### src/rtl/pla_duke2_capture_if.sv
// Handshake bundle between the duke2 PLA evaluator, the capture stage and its consumer.
// The slave view belongs to the capture stage; the master view to whoever drives and drains it.
interface pla_duke2_capture_if;
    logic        in_valid;
    logic        in_ready;
    logic [21:0] in_x;
    logic [28:0] in_z;
    logic        out_valid;
    logic        out_ready;
    logic [21:0] out_x;
    logic [28:0] out_z;
    logic        out_par;

    modport slave  (input  in_valid, in_x, in_z, out_ready,
                    output in_ready, out_valid, out_x, out_z, out_par);
    modport master (output in_valid, in_x, in_z, out_ready,
                    input  in_ready, out_valid, out_x, out_z, out_par);
endinterface

### src/rtl/pla_duke2_capture.sv
// Capture stage behind the duke2 PLA: buffers (x, z) vectors in a small FIFO
// and keeps sticky per-output high/low coverage plus a saturating vector count.
module pla_duke2_capture #(
    parameter int unsigned DEPTH = 4,
    parameter int unsigned CNT_W = 16
) (
    input  logic                   clk,
    input  logic                   rst_n,
    pla_duke2_capture_if.slave     bus,
    input  logic                   clr,
    output logic [28:0]            seen_hi,
    output logic [28:0]            seen_lo,
    output logic [CNT_W-1:0]       vec_count,
    output logic                   all_cov
);
    localparam int unsigned AW   = $clog2(DEPTH);
    localparam logic [AW:0] FULL = (AW+1)'(DEPTH);

    logic [21:0]      x_mem [DEPTH];
    logic [28:0]      z_mem [DEPTH];
    logic [AW-1:0]    wr_ptr, rd_ptr;
    logic [AW:0]      count;
    logic [21:0]      last_x;
    logic [28:0]      last_z;
    logic [21:0]      head_x;
    logic [28:0]      head_z;
    logic             acc, rel;

    logic [28:0]      seen_hi_n, seen_lo_n;
    logic [CNT_W-1:0] vec_count_n;

    assign bus.in_ready  = (count != FULL);
    assign bus.out_valid = (count != '0);
    assign acc = bus.in_valid & bus.in_ready;
    assign rel = bus.out_valid & bus.out_ready;

    // Storage is only written on accept, so idle-bus X never lands in it.
    always_ff @(posedge clk) begin
        if (acc) begin
            x_mem[wr_ptr] <= bus.in_x;
            z_mem[wr_ptr] <= bus.in_z;
        end
    end

    always_ff @(posedge clk or negedge rst_n) begin
        if (!rst_n) begin
            wr_ptr <= '0;
            rd_ptr <= '0;
            count  <= '0;
            last_x <= '0;
            last_z <= '0;
        end else begin
            if (acc) wr_ptr <= wr_ptr + 1'b1;
            if (rel) begin
                rd_ptr <= rd_ptr + 1'b1;
                last_x <= x_mem[rd_ptr];
                last_z <= z_mem[rd_ptr];
            end
            case ({acc, rel})
                2'b10:   count <= count + 1'b1;
                2'b01:   count <= count - 1'b1;
                default: count <= count;
            endcase
        end
    end

    // The last released entry is shown while empty, so outputs hold their value.
    assign head_x      = bus.out_valid ? x_mem[rd_ptr] : last_x;
    assign head_z      = bus.out_valid ? z_mem[rd_ptr] : last_z;
    assign bus.out_x   = head_x;
    assign bus.out_z   = head_z;
    assign bus.out_par = ^head_z;

    always_comb begin
        seen_hi_n   = clr ? '0 : seen_hi;
        seen_lo_n   = clr ? '0 : seen_lo;
        vec_count_n = clr ? '0 : vec_count;
        if (acc) begin
            seen_hi_n |= bus.in_z;
            seen_lo_n |= ~bus.in_z;
            if (vec_count_n != '1) vec_count_n = vec_count_n + 1'b1;
        end
    end

    always_ff @(posedge clk or negedge rst_n) begin
        if (!rst_n) begin
            seen_hi   <= '0;
            seen_lo   <= '0;
            vec_count <= '0;
            all_cov   <= 1'b0;
        end else begin
            seen_hi   <= seen_hi_n;
            seen_lo   <= seen_lo_n;
            vec_count <= vec_count_n;
            all_cov   <= (&seen_hi_n) & (&seen_lo_n);
        end
    end
endmodule
### src/flat_wrapper.sv
// flat-port wrapper written by rule: the top's interface ports become plain ports
module pla_duke2_capture_flat 
#(
    parameter int unsigned DEPTH = 4,
    parameter int unsigned CNT_W = 16
)
  (clk, rst_n, clr, seen_hi, seen_lo, vec_count, all_cov, bus_in_valid, bus_in_x, bus_in_z, bus_out_ready, bus_in_ready, bus_out_valid, bus_out_x, bus_out_z, bus_out_par);
  pla_duke2_capture_if bus_i ();
  input  logic clk;
  input  logic rst_n;
  input  logic clr;
  output logic [28:0] seen_hi;
  output logic [28:0] seen_lo;
  output logic [CNT_W-1:0] vec_count;
  output logic all_cov;
  input wire logic [$bits(bus_i.in_valid)-1:0] bus_in_valid;
  input wire logic [$bits(bus_i.in_x)-1:0] bus_in_x;
  input wire logic [$bits(bus_i.in_z)-1:0] bus_in_z;
  input wire logic [$bits(bus_i.out_ready)-1:0] bus_out_ready;
  output wire logic [$bits(bus_i.in_ready)-1:0] bus_in_ready;
  output wire logic [$bits(bus_i.out_valid)-1:0] bus_out_valid;
  output wire logic [$bits(bus_i.out_x)-1:0] bus_out_x;
  output wire logic [$bits(bus_i.out_z)-1:0] bus_out_z;
  output wire logic [$bits(bus_i.out_par)-1:0] bus_out_par;
  assign bus_i.in_valid = bus_in_valid;
  assign bus_i.in_x = bus_in_x;
  assign bus_i.in_z = bus_in_z;
  assign bus_i.out_ready = bus_out_ready;
  assign bus_in_ready = bus_i.in_ready;
  assign bus_out_valid = bus_i.out_valid;
  assign bus_out_x = bus_i.out_x;
  assign bus_out_z = bus_i.out_z;
  assign bus_out_par = bus_i.out_par;
  pla_duke2_capture #(.DEPTH(DEPTH), .CNT_W(CNT_W)) u_core (.clk(clk), .rst_n(rst_n), .bus(bus_i), .clr(clr), .seen_hi(seen_hi), .seen_lo(seen_lo), .vec_count(vec_count), .all_cov(all_cov));
endmodule
### config.mk
export PLATFORM = sky130hd
export DESIGN_NAME = pla_duke2_capture_flat
export DESIGN_NICKNAME = d
export VERILOG_FILES = /design/src/rtl/pla_duke2_capture_if.sv /design/src/rtl/pla_duke2_capture.sv /design/src/flat_wrapper.sv
export SDC_FILE = /design/constraint.sdc
export NUM_CORES = 1
export LEC_CHECK = 0
export BUFFER_PORTS_ARGS = -buffer_cell sky130_fd_sc_hd__buf_2
export CAP_MARGIN = 25
export CORE_MARGIN = 4
export CORE_UTILIZATION = 51
export CTS_CLUSTER_SIZE = 25
export DETAILED_ROUTE_END_ITERATION = 8
export GPL_TIMING_DRIVEN = 0
export PLACE_DENSITY = 0.72
export REMOVE_ABC_BUFFERS = 1
export SLEW_MARGIN = 10
export SYNTH_ARGS = -nofsm -noshare
export SYNTH_HDL_FRONTEND = slang
export SYNTH_SLANG_ARGS = --single-unit
### constraint.sdc
create_clock -name clk -period 3.3 [get_ports clk]
set_input_delay 0.66 -clock clk [delete_from_list [all_inputs] [get_ports clk]]
set_output_delay 0.66 -clock clk [all_outputs]
set_load 0.02 [all_outputs]
==> flow_metrics.env, run 1 <==
export IMPL_drtIter0Drc=680
export IMPL_rsz0062_at_grt="yes"
export IMPL_nets=1277
export IMPL_cts_clk_slew_worst_paths_ps=60
export IMPL_status="finished with violations"
export IMPL_dieArea_mm2=0.03117
export IMPL_grt_pass1_wl_um=55300
export IMPL_violations="negative setup slack"
export IMPL_timing_fmax_mhz=252.0
export IMPL_syn_area_mm2=0.01449
export IMPL_grt_overflow=0
export IMPL_cp_required_ps=2640
export IMPL_htreeDepth=2
export IMPL_grt_max_degree=68
export IMPL_fin_area_mm2=0.01749
export IMPL_drtAntennaViolNets=0
export IMPL_clock_sinks=337
export IMPL_root_buffer="clkbuf_16"
export IMPL_leakage_uw=0.007089
export IMPL_rows=61
export IMPL_clockBufferDepth=3
export IMPL_worst_slew_pin_slew_ps=1010
export IMPL_finalMaxSlewViolations=0
export IMPL_wire_per_inst_um=21.90
export IMPL_drive_gt1_frac=0.2955
export IMPL_min_period_ps=3968
export IMPL_cts_tree="done"
export IMPL_setup_viol=1
export IMPL_hpwl_um=21180
export IMPL_gp_congestion=0.8323
export IMPL_tns_ps=-667.7
export IMPL_via_per_inst=5.717
export IMPL_finClkSkew_ps=13.21
export IMPL_fillers=2172
export IMPL_start_util=0.5187
export IMPL_syn_to_final_growth_pct=20.70
export IMPL_ys_warn_count=0
export IMPL_ir_drop_v=0.001076
export IMPL_die_h_um=176.6
export IMPL_diodes=0
export IMPL_fin_util=0.6261
export IMPL_hold_class="in -> async"
export IMPL_relSlewSlack=0.3268
export IMPL_syn_inst=1014
export IMPL_p_per_area_mw_per_mm2=1081
export IMPL_reg2reg_setup_slack_ps=240
export IMPL_timing_final_ws_setup_ps=-667.7
export IMPL_ys_flop_type="edfxtp_1"
export IMPL_cap_viol_max_count=0
export IMPL_vias=9261
export IMPL_groute_usage_overall=0.2297
export IMPL_p_total_uw=18900
export IMPL_worstSetupPathType="reg -> out"
export IMPL_wirelength_um=35470
export IMPL_synth_seq_cells=337
export IMPL_die_x_um=176.6
export IMPL_reg2reg_to="u_core.count[2]"
export IMPL_reg2reg_from="u_core.count[0]"
export IMPL_cts_made_buffers=36
export IMPL_drtPass1Iterations=5
export IMPL_start_kind="register"
export IMPL_r2r_cells=13
export IMPL_worstPathArrival_ps=3310
export IMPL_placed_area_mm2=0.01584
export IMPL_worstSkewPairLatency_ps=510
export IMPL_synth_cell_types=57
export IMPL_cp_max_fo=11
export IMPL_synth_seq_area_share=0.6524
export IMPL_critical_path_endpoint_type="output pin"
export IMPL_syn_area_per_cell_um2=14.29
export IMPL_ios=185
export IMPL_synth_edf_count=204
export IMPL_hold_viol=0
export IMPL_async_flop_share=0.3947
export IMPL_core_area_mm2=0.02793
export IMPL_finalCritPeriodShare=1.202
export IMPL_grt_pass1_vias=9573
export IMPL_antenna_found_initial=1
export IMPL_io_buffers=184
export IMPL_route_detailed_drc=0
export IMPL_pre_cts_ws_ps=-994.9
==> layer usage <==
metal  vias up  GRT usage  part of all wire
met1      4711     0.3174              0.42
met4         2    0.05706             0.022
met5         -          0           0.00020
met2       311     0.3743              0.49
met3        51    0.05375             0.070
li1       4186          -                 -
==> how the worst max path moves through the flow <==
stage / from / endpoint / cells after the start
floorplan: u_core.rd_ptr[0] / bus_out_par / 6
global placement: u_core.rd_ptr[0] / bus_out_par / 7
detailed placement: u_core.rd_ptr[0] / bus_out_par / 8
CTS: u_core.rd_ptr[0] / bus_out_par / 8
global route: u_core.rd_ptr[0] / bus_out_par / 8
finish: u_core.rd_ptr[0] / bus_out_par / 8
==> cell usage in the layout, fill, tap and decap left out, types with 5 or more instances in the layout <==
master and instances:
nor3_1 5, nand4_1 15, a32oi_1 8, a21oi_1 16, a31o_2 5, mux2_2 15, o21ai_1 11, mux2_1 33
edfxtp_1 204, buf_16 5, ha_1 6, o22ai_1 12, nand2_1 168, buf_4 16, xnor2_1 27, buf_12 8
mux4_2 51, clkinv_1 6, nor2_1 32, xor2_1 22, a22o_1 18, o21ai_0 9, dfrtp_1 130, a21o_1 6
nand2b_1 7, inv_1 29, nor2b_1 18, bufinv_16 6, nand3_1 17, clkbuf_1 6, clkbuf_16 37, buf_2 182
o2bb2ai_1 19, a31oi_1 6, nor4_1 7
==> synth_stat cells, drive strengths merged, types with 18 or more instances <==
cell / count / share of area
buf: 18 / 0.0073
nand2: 169 / 0.044
xnor2: 28 / 0.017
mux4: 51 / 0.079
o21ai: 20 / 0.0069
o2bb2ai: 19 / 0.011
xor2: 24 / 0.015
dfrtp: 133 / 0.23
a22o: 18 / 0.011
inv: 32 / 0.0083
nor2: 32 / 0.0083
edfxtp: 204 / 0.42
nor2b: 18 / 0.0078
clkbuf: 38 / 0.0098
mux2: 52 / 0.041
==> state kept, by name, summed over array words and instances (netlist names) <==
register / flops
u_core.z_mem: 116
u_core.x_mem: 88
u_core.last_z: 29
u_core.seen_hi: 29
u_core.seen_lo: 29
u_core.last_x: 22
u_core.vec_count: 16
u_core.count: 3
u_core.rd_ptr: 2
u_core.wr_ptr: 2
u_core.all_cov: 1
==> critical path: stages, from the launching register on <==
cell and delay, ps:
dfrtp_4 450, buf_16 160, mux4_2 530, mux2_4 320
xor2_4 200, xnor3_1 430, xnor3_2 280, xnor3_1 270
buf_6 150
==> what timing repair did <==
item	CTS	global route
endpoints found under the setup margin	39	13
hold buffers	0	0
cloned	3	0
setup buffers	24	0
gates resized for setup	22	5
pin swaps	6	1
==> stage by stage <==
step                      hold WS, ps  instances
final                           107.4       1620
after global routing            148.7       1620
after CTS                       133.9       1620
after detailed placement        458.7       1527
after global placement          449.7       1520
after floorplan                 364.4        958
==> final cells by class <==
type,instances,area (µm²),area share
sequential,337,9463,0.5411
clock buffer,46,989.7,0.05659
clock inverter,20,260.3,0.01488
inverter,32,125.1,0.007154
tap,378,473.0,0.02704
timing repair buffer,216,1393,0.07963
multi-input combinational,591,4786,0.2736
==> report_power, final <==
part	leakage, µW	switching [µW]	internal [µW]
clock network	0.000608	1610	2600
logic	0.00296	4650	3900
registers	0.00352	569	5570
==> kinds of logic (layout without fill, tap and decap cells) <==
| kind of cell | count (synthesis) | after routing | synth area share |
|---|---|---|---|
| compound gates | 133 | 133 | 0.06701 |
| mux | 105 | 105 | 0.1213 |
| buf+inv | 88 | 314 | 0.02547 |
| simple gates | 288 | 290 | 0.08954 |
| flops | 337 | 337 | 0.6524 |
| fa+ha+maj | 7 | 7 | 0.006562 |
| xor+xnor | 56 | 56 | 0.03765 |
Power figures use the tool's default switching activity.
==> inputs of run 2 (changes only) <==
--- a/config.mk
+++ b/config.mk
@@ -7,12 +7,11 @@
 export LEC_CHECK = 0
 export BUFFER_PORTS_ARGS = -buffer_cell sky130_fd_sc_hd__buf_2
 export CAP_MARGIN = 25
-export CORE_MARGIN = 4
-export CORE_UTILIZATION = 51
+export CORE_MARGIN = 2
+export CORE_UTILIZATION = 35
 export CTS_CLUSTER_SIZE = 25
 export DETAILED_ROUTE_END_ITERATION = 8
 export GPL_TIMING_DRIVEN = 0
-export PLACE_DENSITY = 0.72
 export REMOVE_ABC_BUFFERS = 1
 export SLEW_MARGIN = 10
 export SYNTH_ARGS = -nofsm -noshare
==> run 2 against run 1 <==
  * The flow still finishes with violations (negative setup slack)
  * Non-clock buffer count decreased by 10
  * Sequential power shrank 0.8%
  * Clock power up 4%
  * Critical path type unchanged
  * Critical endpoint unchanged
  * Largest cell class unchanged
==> flow_metrics.env, run 2 (synthesized netlist as in run 1, its figures left out) <==
export IMPL_start_util=0.3549
export IMPL_leakage_uw=0.007054
export IMPL_root_buffer="clkbuf_16"
export IMPL_cap_viol_max_count=0
export IMPL_htreeDepth=2
export IMPL_io_buffers=184
export IMPL_grt_pass1_vias=9423
export IMPL_groute_usage_overall=0.1752
export IMPL_ir_drop_v=0.0009480
export IMPL_grt_max_degree=101
export IMPL_drive_gt1_frac=0.2961
export IMPL_path_common_cell="xnor3_2"
export IMPL_cpPeakStageDelay_ps=550
export IMPL_cp_required_ps=2640
export IMPL_cts_made_buffers=38
export IMPL_fillers=3718
export IMPL_violations="negative setup slack"
export IMPL_reg2reg_to="u_core.count[2]"
export IMPL_clock_sinks=337
export IMPL_route_detailed_drc=0
export IMPL_nets=1269
export IMPL_status="finished with violations"
export IMPL_dieArea_mm2=0.04304
export IMPL_hold_viol=0
export IMPL_grt_pass1_wl_um=58110
export IMPL_rows=74
export IMPL_p_per_area_mw_per_mm2=1094
export IMPL_die_h_um=207.5
export IMPL_hpwl_um=22920
export IMPL_finClkSkew_ps=20.59
export IMPL_cp_max_fo=11
export IMPL_worstPathArrival_ps=3320
export IMPL_worstSkewPairLatency_ps=540
export IMPL_wirelength_um=37880
export IMPL_largest_reg_flops=116
export IMPL_gp_congestion=0.8087
export IMPL_clockBufferDepth=3
export IMPL_cts_tree="done"
export IMPL_worstSetupPathType="reg -> out"
export IMPL_final_common_cell="edfxtp_1"
export IMPL_drtPass1Iterations=5
export IMPL_critical_path_endpoint_type="output pin"
export IMPL_finalCritPeriodShare=1.205
export IMPL_pre_cts_ws_ps=-912.1
export IMPL_rsz0062_at_grt="yes"
export IMPL_wire_per_inst_um=21.43
export IMPL_antenna_found_initial=0
export IMPL_top_register="u_core.z_mem"
export IMPL_core_area_mm2=0.04083
export IMPL_die_x_um=207.5
export IMPL_fin_util=0.4318
export IMPL_timing_fmax_mhz=251.4
export IMPL_cp_cell_sequence="buf_16 > buf_4 > mux4_2 > xor2_1 > a21oi_1 > xnor2_2 > xnor3_2 > xnor3_2 > buf_6"
export IMPL_setup_viol=1
export IMPL_cts_clk_slew_worst_paths_ps=60
export IMPL_grt_overflow=0
export IMPL_seqCellArea_mm2=0.009462
export IMPL_crit_start="u_core.rd_ptr[0]"
export IMPL_reg2reg_setup_slack_ps=270
export IMPL_start_kind="register"
export IMPL_relSlewSlack=0.3105
export IMPL_min_period_ps=3977
export IMPL_r2r_cells=9
export IMPL_reg_top3="u_core.z_mem (116), u_core.x_mem (88)"
export IMPL_finalMaxSlewViolations=0
export IMPL_multi_input_area_mm2=0.004783
export IMPL_worst_slew_pin_slew_ps=1034
export IMPL_placed_area_mm2=0.01608
export IMPL_reg2reg_from="u_core.count[2]"
export IMPL_hold_buffers=0
export IMPL_drtAntennaViolNets=0
export IMPL_fin_area_mm2=0.01763
export IMPL_layout_common_cells="edfxtp_1, buf_2, nand2_1"
export IMPL_drtIter0Drc=514
export IMPL_ios=185
export IMPL_cp_endpoint="bus_out_par"
export IMPL_critPathSlowestCell="mux4_2"
export IMPL_hold_class="in -> async"
export IMPL_vias=9222
export IMPL_timing_final_ws_setup_ps=-677.1
export IMPL_via_per_inst=5.216
export IMPL_diodes=0
export IMPL_syn_to_final_growth_pct=21.66
==> run 2: cell count changes in the layout (fill, tap and decap cells not counted), sizes merged <==
cell	previous run	this run
clkbuf	46	47
clkinvlp	1	2
clkinv	11	13
buf	216	206
==> run 2: final cells by class <==
class / count / share of cell area
sequential: 337 / 0.5367
clock inverter: 23 / 0.01625
clock buffer: 47 / 0.05756
inverter: 32 / 0.007097
timing repair buffer: 206 / 0.07331
multi-input combinational: 591 / 0.2713
tap: 532 / 0.03776
==> run 2: layer usage <==
layer | up-vias | global-route usage | wire [µm]
li1 | 4185 | - | -
met1 | 4722 | 0.2416 | 16940
met2 | 259 | 0.2826 | 18000
met3 | 56 | 0.03268 | 2035
met4 | 0 | 0.05271 | 908
met5 | - | 0 | 0
==> run 2: how the worst min path moves through the flow <==
| stage | from | to | slack [ps] | depth (start not counted) |
|---|---|---|---|---|
| 2_1_floorplan | rst_n | u_core.all_cov | 360 | 0 |
| 3_3_place_gp | u_core.last_x[0] | u_core.last_x[0] | 450 | 2 |
| 3_5_place_dp | u_core.last_x[5] | u_core.last_x[5] | 460 | 2 |
| 4_1_cts | rst_n | u_core.last_x[2] | 4 | 1 |
| 5_1_grt | rst_n | u_core.last_x[2] | 20 | 1 |
| 6_report | rst_n | u_core.last_x[2] | 9 | 1 |
==> run 2: repair_timing <==
action | 4_1_cts | 5_1_grt
pin swaps | 4 | 0
cloned | 3 | 0
endpoints found under the setup margin | 43 | 3
gates resized for setup | 16 | 6
setup buffers | 12 | 0
==> run 2: critical path: cells and delay by family (launching register included) <==
kind	cells	cell delay, ps
XOR/XNOR	4	1060
multiplexers	1	550
flip-flops	1	460
buffers and inverters	3	460
AO/OA/AOI/OAI	1	250
==> run 2: power breakdown <==
group	internal (µW)	total, µW	switching [µW]
Combinational	3930	8810	4880
Sequential	5560	6090	531
Clock	2670	4390	1720
==> run 2: metrics by stage <==
stage          hold WS [ps]  cells  TNS [ps]  power (µW)
2_1_floorplan         364.4    958    -31960       11160
3_3_place_gp          453.3   1674   -489160       13850
3_5_place_dp          455.1   1683     -3001       14020
4_1_cts               4.085   1768    -731.4       19450
5_1_grt               21.19   1768    -787.7       20290
6_report              9.008   1768    -677.1       19290
==> inputs of run 3 (changes only) <==
==> constraint.sdc (replaced) <==
create_clock -name clk -period 3.7 [get_ports clk]
set_input_delay 0.74 -clock clk [delete_from_list [all_inputs] [get_ports clk]]
set_output_delay 0.74 -clock clk [all_outputs]
set_load 0.02 [all_outputs]
==> run 3 against run 2 <==
  * The flow still finishes with violations (negative setup slack)
  * Via count grew 0.27%
  * Global-route usage is essentially flat
  * Critical path depth is the same
  * Critical endpoint unchanged
  * Non-clock buffer count grew 1
  * Clock power shrank 11%
  * Total power shrank 10%
  * Final cell count is essentially flat
  * Register-to-register slack lost 150 ps
  * Largest power group unchanged
  * Critical path type unchanged
  * First-iteration DRC count is the same
==> flow_metrics.env, run 3 (synthesized netlist as in run 1, its figures left out) <==
export IMPL_worstPathArrival_ps=3320
export IMPL_grt_busiest_layer="met2"
export IMPL_hold_buffers=0
export IMPL_nets=1270
export IMPL_pre_cts_ws_ps=-592.1
export IMPL_fin_util=0.4315
export IMPL_dieArea_mm2=0.04304
export IMPL_cts_tree="done"
export IMPL_reg2reg_to="u_core.count[2]"
export IMPL_cts_made_buffers=38
export IMPL_layout_common_cells="edfxtp_1, buf_2, nand2_1"
export IMPL_relSlewSlack=0.2943
export IMPL_reg2reg_from="u_core.count[2]"
export IMPL_p_per_area_mw_per_mm2=982.4
export IMPL_drive_gt1_frac=0.2959
export IMPL_ios=185
export IMPL_grt_pass1_vias=9426
export IMPL_cpPeakStageDelay_ps=550
export IMPL_min_period_ps=4056
export IMPL_fin_cells=1769
export IMPL_rsz0062_at_grt="yes"
export IMPL_reg2reg_setup_slack_ps=120
export IMPL_vias=9247
export IMPL_crit_family="XOR/XNOR gates"
export IMPL_violations="negative setup slack"
export IMPL_critical_path_endpoint_type="output pin"
export IMPL_finalCritPeriodShare=1.096
export IMPL_cp_endpoint="bus_out_par"
export IMPL_worstSetupPathType="reg -> out"
export IMPL_finClkSkew_ps=20.74
export IMPL_cp_max_fo=11
export IMPL_die_x_um=207.5
export IMPL_top_register="u_core.z_mem"
export IMPL_wire_per_inst_um=21.46
export IMPL_cp_depth=9
export IMPL_setup_viol=1
export IMPL_rows=74
export IMPL_htreeDepth=2
export IMPL_cap_viol_max_count=0
export IMPL_wirelength_um=37960
export IMPL_largest_reg_flops=116
export IMPL_drtPass1Iterations=5
export IMPL_drtIter0Drc=514
export IMPL_start_util=0.3549
export IMPL_root_buffer="clkbuf_16"
export IMPL_timing_fmax_mhz=246.6
export IMPL_r2r_cells=9
export IMPL_leakage_uw=0.007059
export IMPL_path_common_cell="xnor3_2"
export IMPL_antenna_found_initial=0
export IMPL_syn_to_final_growth_pct=21.60
export IMPL_clock_sinks=337
export IMPL_gr_usage_met1=0.2414
export IMPL_route_detailed_drc=0
export IMPL_grt_util_met3=0.03268
export IMPL_hpwl_um=22920
export IMPL_crit_buf_inv=3
export IMPL_clockBufferDepth=3
export IMPL_finalMaxSlewViolations=0
export IMPL_hold_viol=0
export IMPL_fin_area_mm2=0.01762
export IMPL_use_met2=0.2830
export IMPL_final_common_cell="edfxtp_1"
export IMPL_grt_pass1_wl_um=58130
export IMPL_grt_overflow=0
export IMPL_hold_class="in -> async"
export IMPL_io_buffers=184
export IMPL_diodes=0
export IMPL_placed_area_mm2=0.01608
export IMPL_cp_required_ps=2960
export IMPL_start_kind="register"
export IMPL_worstSkewPairLatency_ps=540
export IMPL_drtAntennaViolNets=0
export IMPL_dp_cells=1683
export IMPL_status="finished with violations"
export IMPL_core_area_mm2=0.04083
export IMPL_die_h_um=207.5
export IMPL_gp_congestion=0.8087
export IMPL_worst_slew_pin_slew_ps=1059
export IMPL_cts_clk_slew_worst_paths_ps=60
export IMPL_via_per_inst=5.227
export IMPL_cp_cell_sequence="buf_16 > buf_4 > mux4_2 > xor2_1 > a21oi_1 > xnor2_2 > xnor3_2 > xnor3_2 > buf_6"
export IMPL_ir_drop_v=0.0009068
export IMPL_timing_final_ws_setup_ps=-355.8
export IMPL_fillers=3719
export IMPL_grt_max_degree=101
export IMPL_groute_usage_overall=0.1752
export IMPL_critPathSlowestCell="mux4_2"
export IMPL_reg_top3="u_core.z_mem (116), u_core.x_mem (88)"
export IMPL_crit_start="u_core.rd_ptr[0]"
## run 3: cell count changes in the layout (fill, tap and decap cells not counted), moves of 2 or more
| cell | previous run | this run |
|---|---|---|
| inv_2 | 1 | 3 |
| inv_4 | 2 | 0 |
| or3_2 | 0 | 2 |
| or3_4 | 3 | 1 |
## run 3: through the flow
stage | hold slack (ps) | setup TNS, ps | total power, µW
6_report | 91.16 | -355.8 | 17310
5_1_grt | 101.2 | -597.0 | 18250
4_1_cts | 84.08 | -411.4 | 17480
3_5_place_dp | 455.1 | -999.8 | 12630
3_3_place_gp | 453.3 | -309910 | 12480
2_1_floorplan | 438.5 | -12140 | 9994
## run 3: final cells by class
cell class / instances / area, µm² / share of cell area
inverters: 32 / 120.1 / 0.006817
multi-input cells: 591 / 4758 / 0.2701
flip-flops and latches: 337 / 9462 / 0.5370
clock buffers: 47 / 1015 / 0.05759
repair buffers: 207 / 1313 / 0.07449
well taps: 532 / 665.6 / 0.03778
clock inverters: 23 / 286.5 / 0.01626
## run 3: what timing repair did
action | 4_1_cts | 5_1_grt
cloned | 3 | 0
endpoints found under the setup margin | 3 | 3
pin swaps | 4 | 0
setup buffers | 12 | 0
hold endpoints to repair | 0 | 0
gates resized for setup | 11 | 4
## run 3: how the worst min path moves through the flow
stage	from	endpoint	slack [ps]	cells after the start
3_5_place_dp	u_core.last_x[5]	u_core.last_x[5]	460	2
4_1_cts	rst_n	u_core.last_x[2]	80	1
5_1_grt	rst_n	u_core.last_x[2]	100	1
2_1_floorplan	rst_n	u_core.all_cov	440	0
3_3_place_gp	u_core.last_x[0]	u_core.last_x[0]	450	2
6_report	rst_n	u_core.last_x[2]	90	1
## run 3: layer usage
layer,share of wire,vias to the layer above,wire [µm]
li1,-,4183,-
met3,0.058,63,2211
met4,0.024,0,917
met2,0.47,279,17910
met1,0.45,4722,16930
met5,0,-,0
## run 3: worst reg2reg max path, stage by stage, from the launching register on
cell and delay, ps:
dfrtp_1 480, or3_2 830, nand2_4 670, inv_2 480, ha_1 390, inv_1 80
fa_1 180, xor2_1 160, nor2_1 60, xor2_1 130
## run 3: power breakdown
part | total, µW | internal [µW] | switching, µW
sequential | 5430 | 4960 | 470
combinational | 7970 | 3560 | 4400
clock | 3910 | 2380 | 1530
total | 17300 | 10900 | 6400
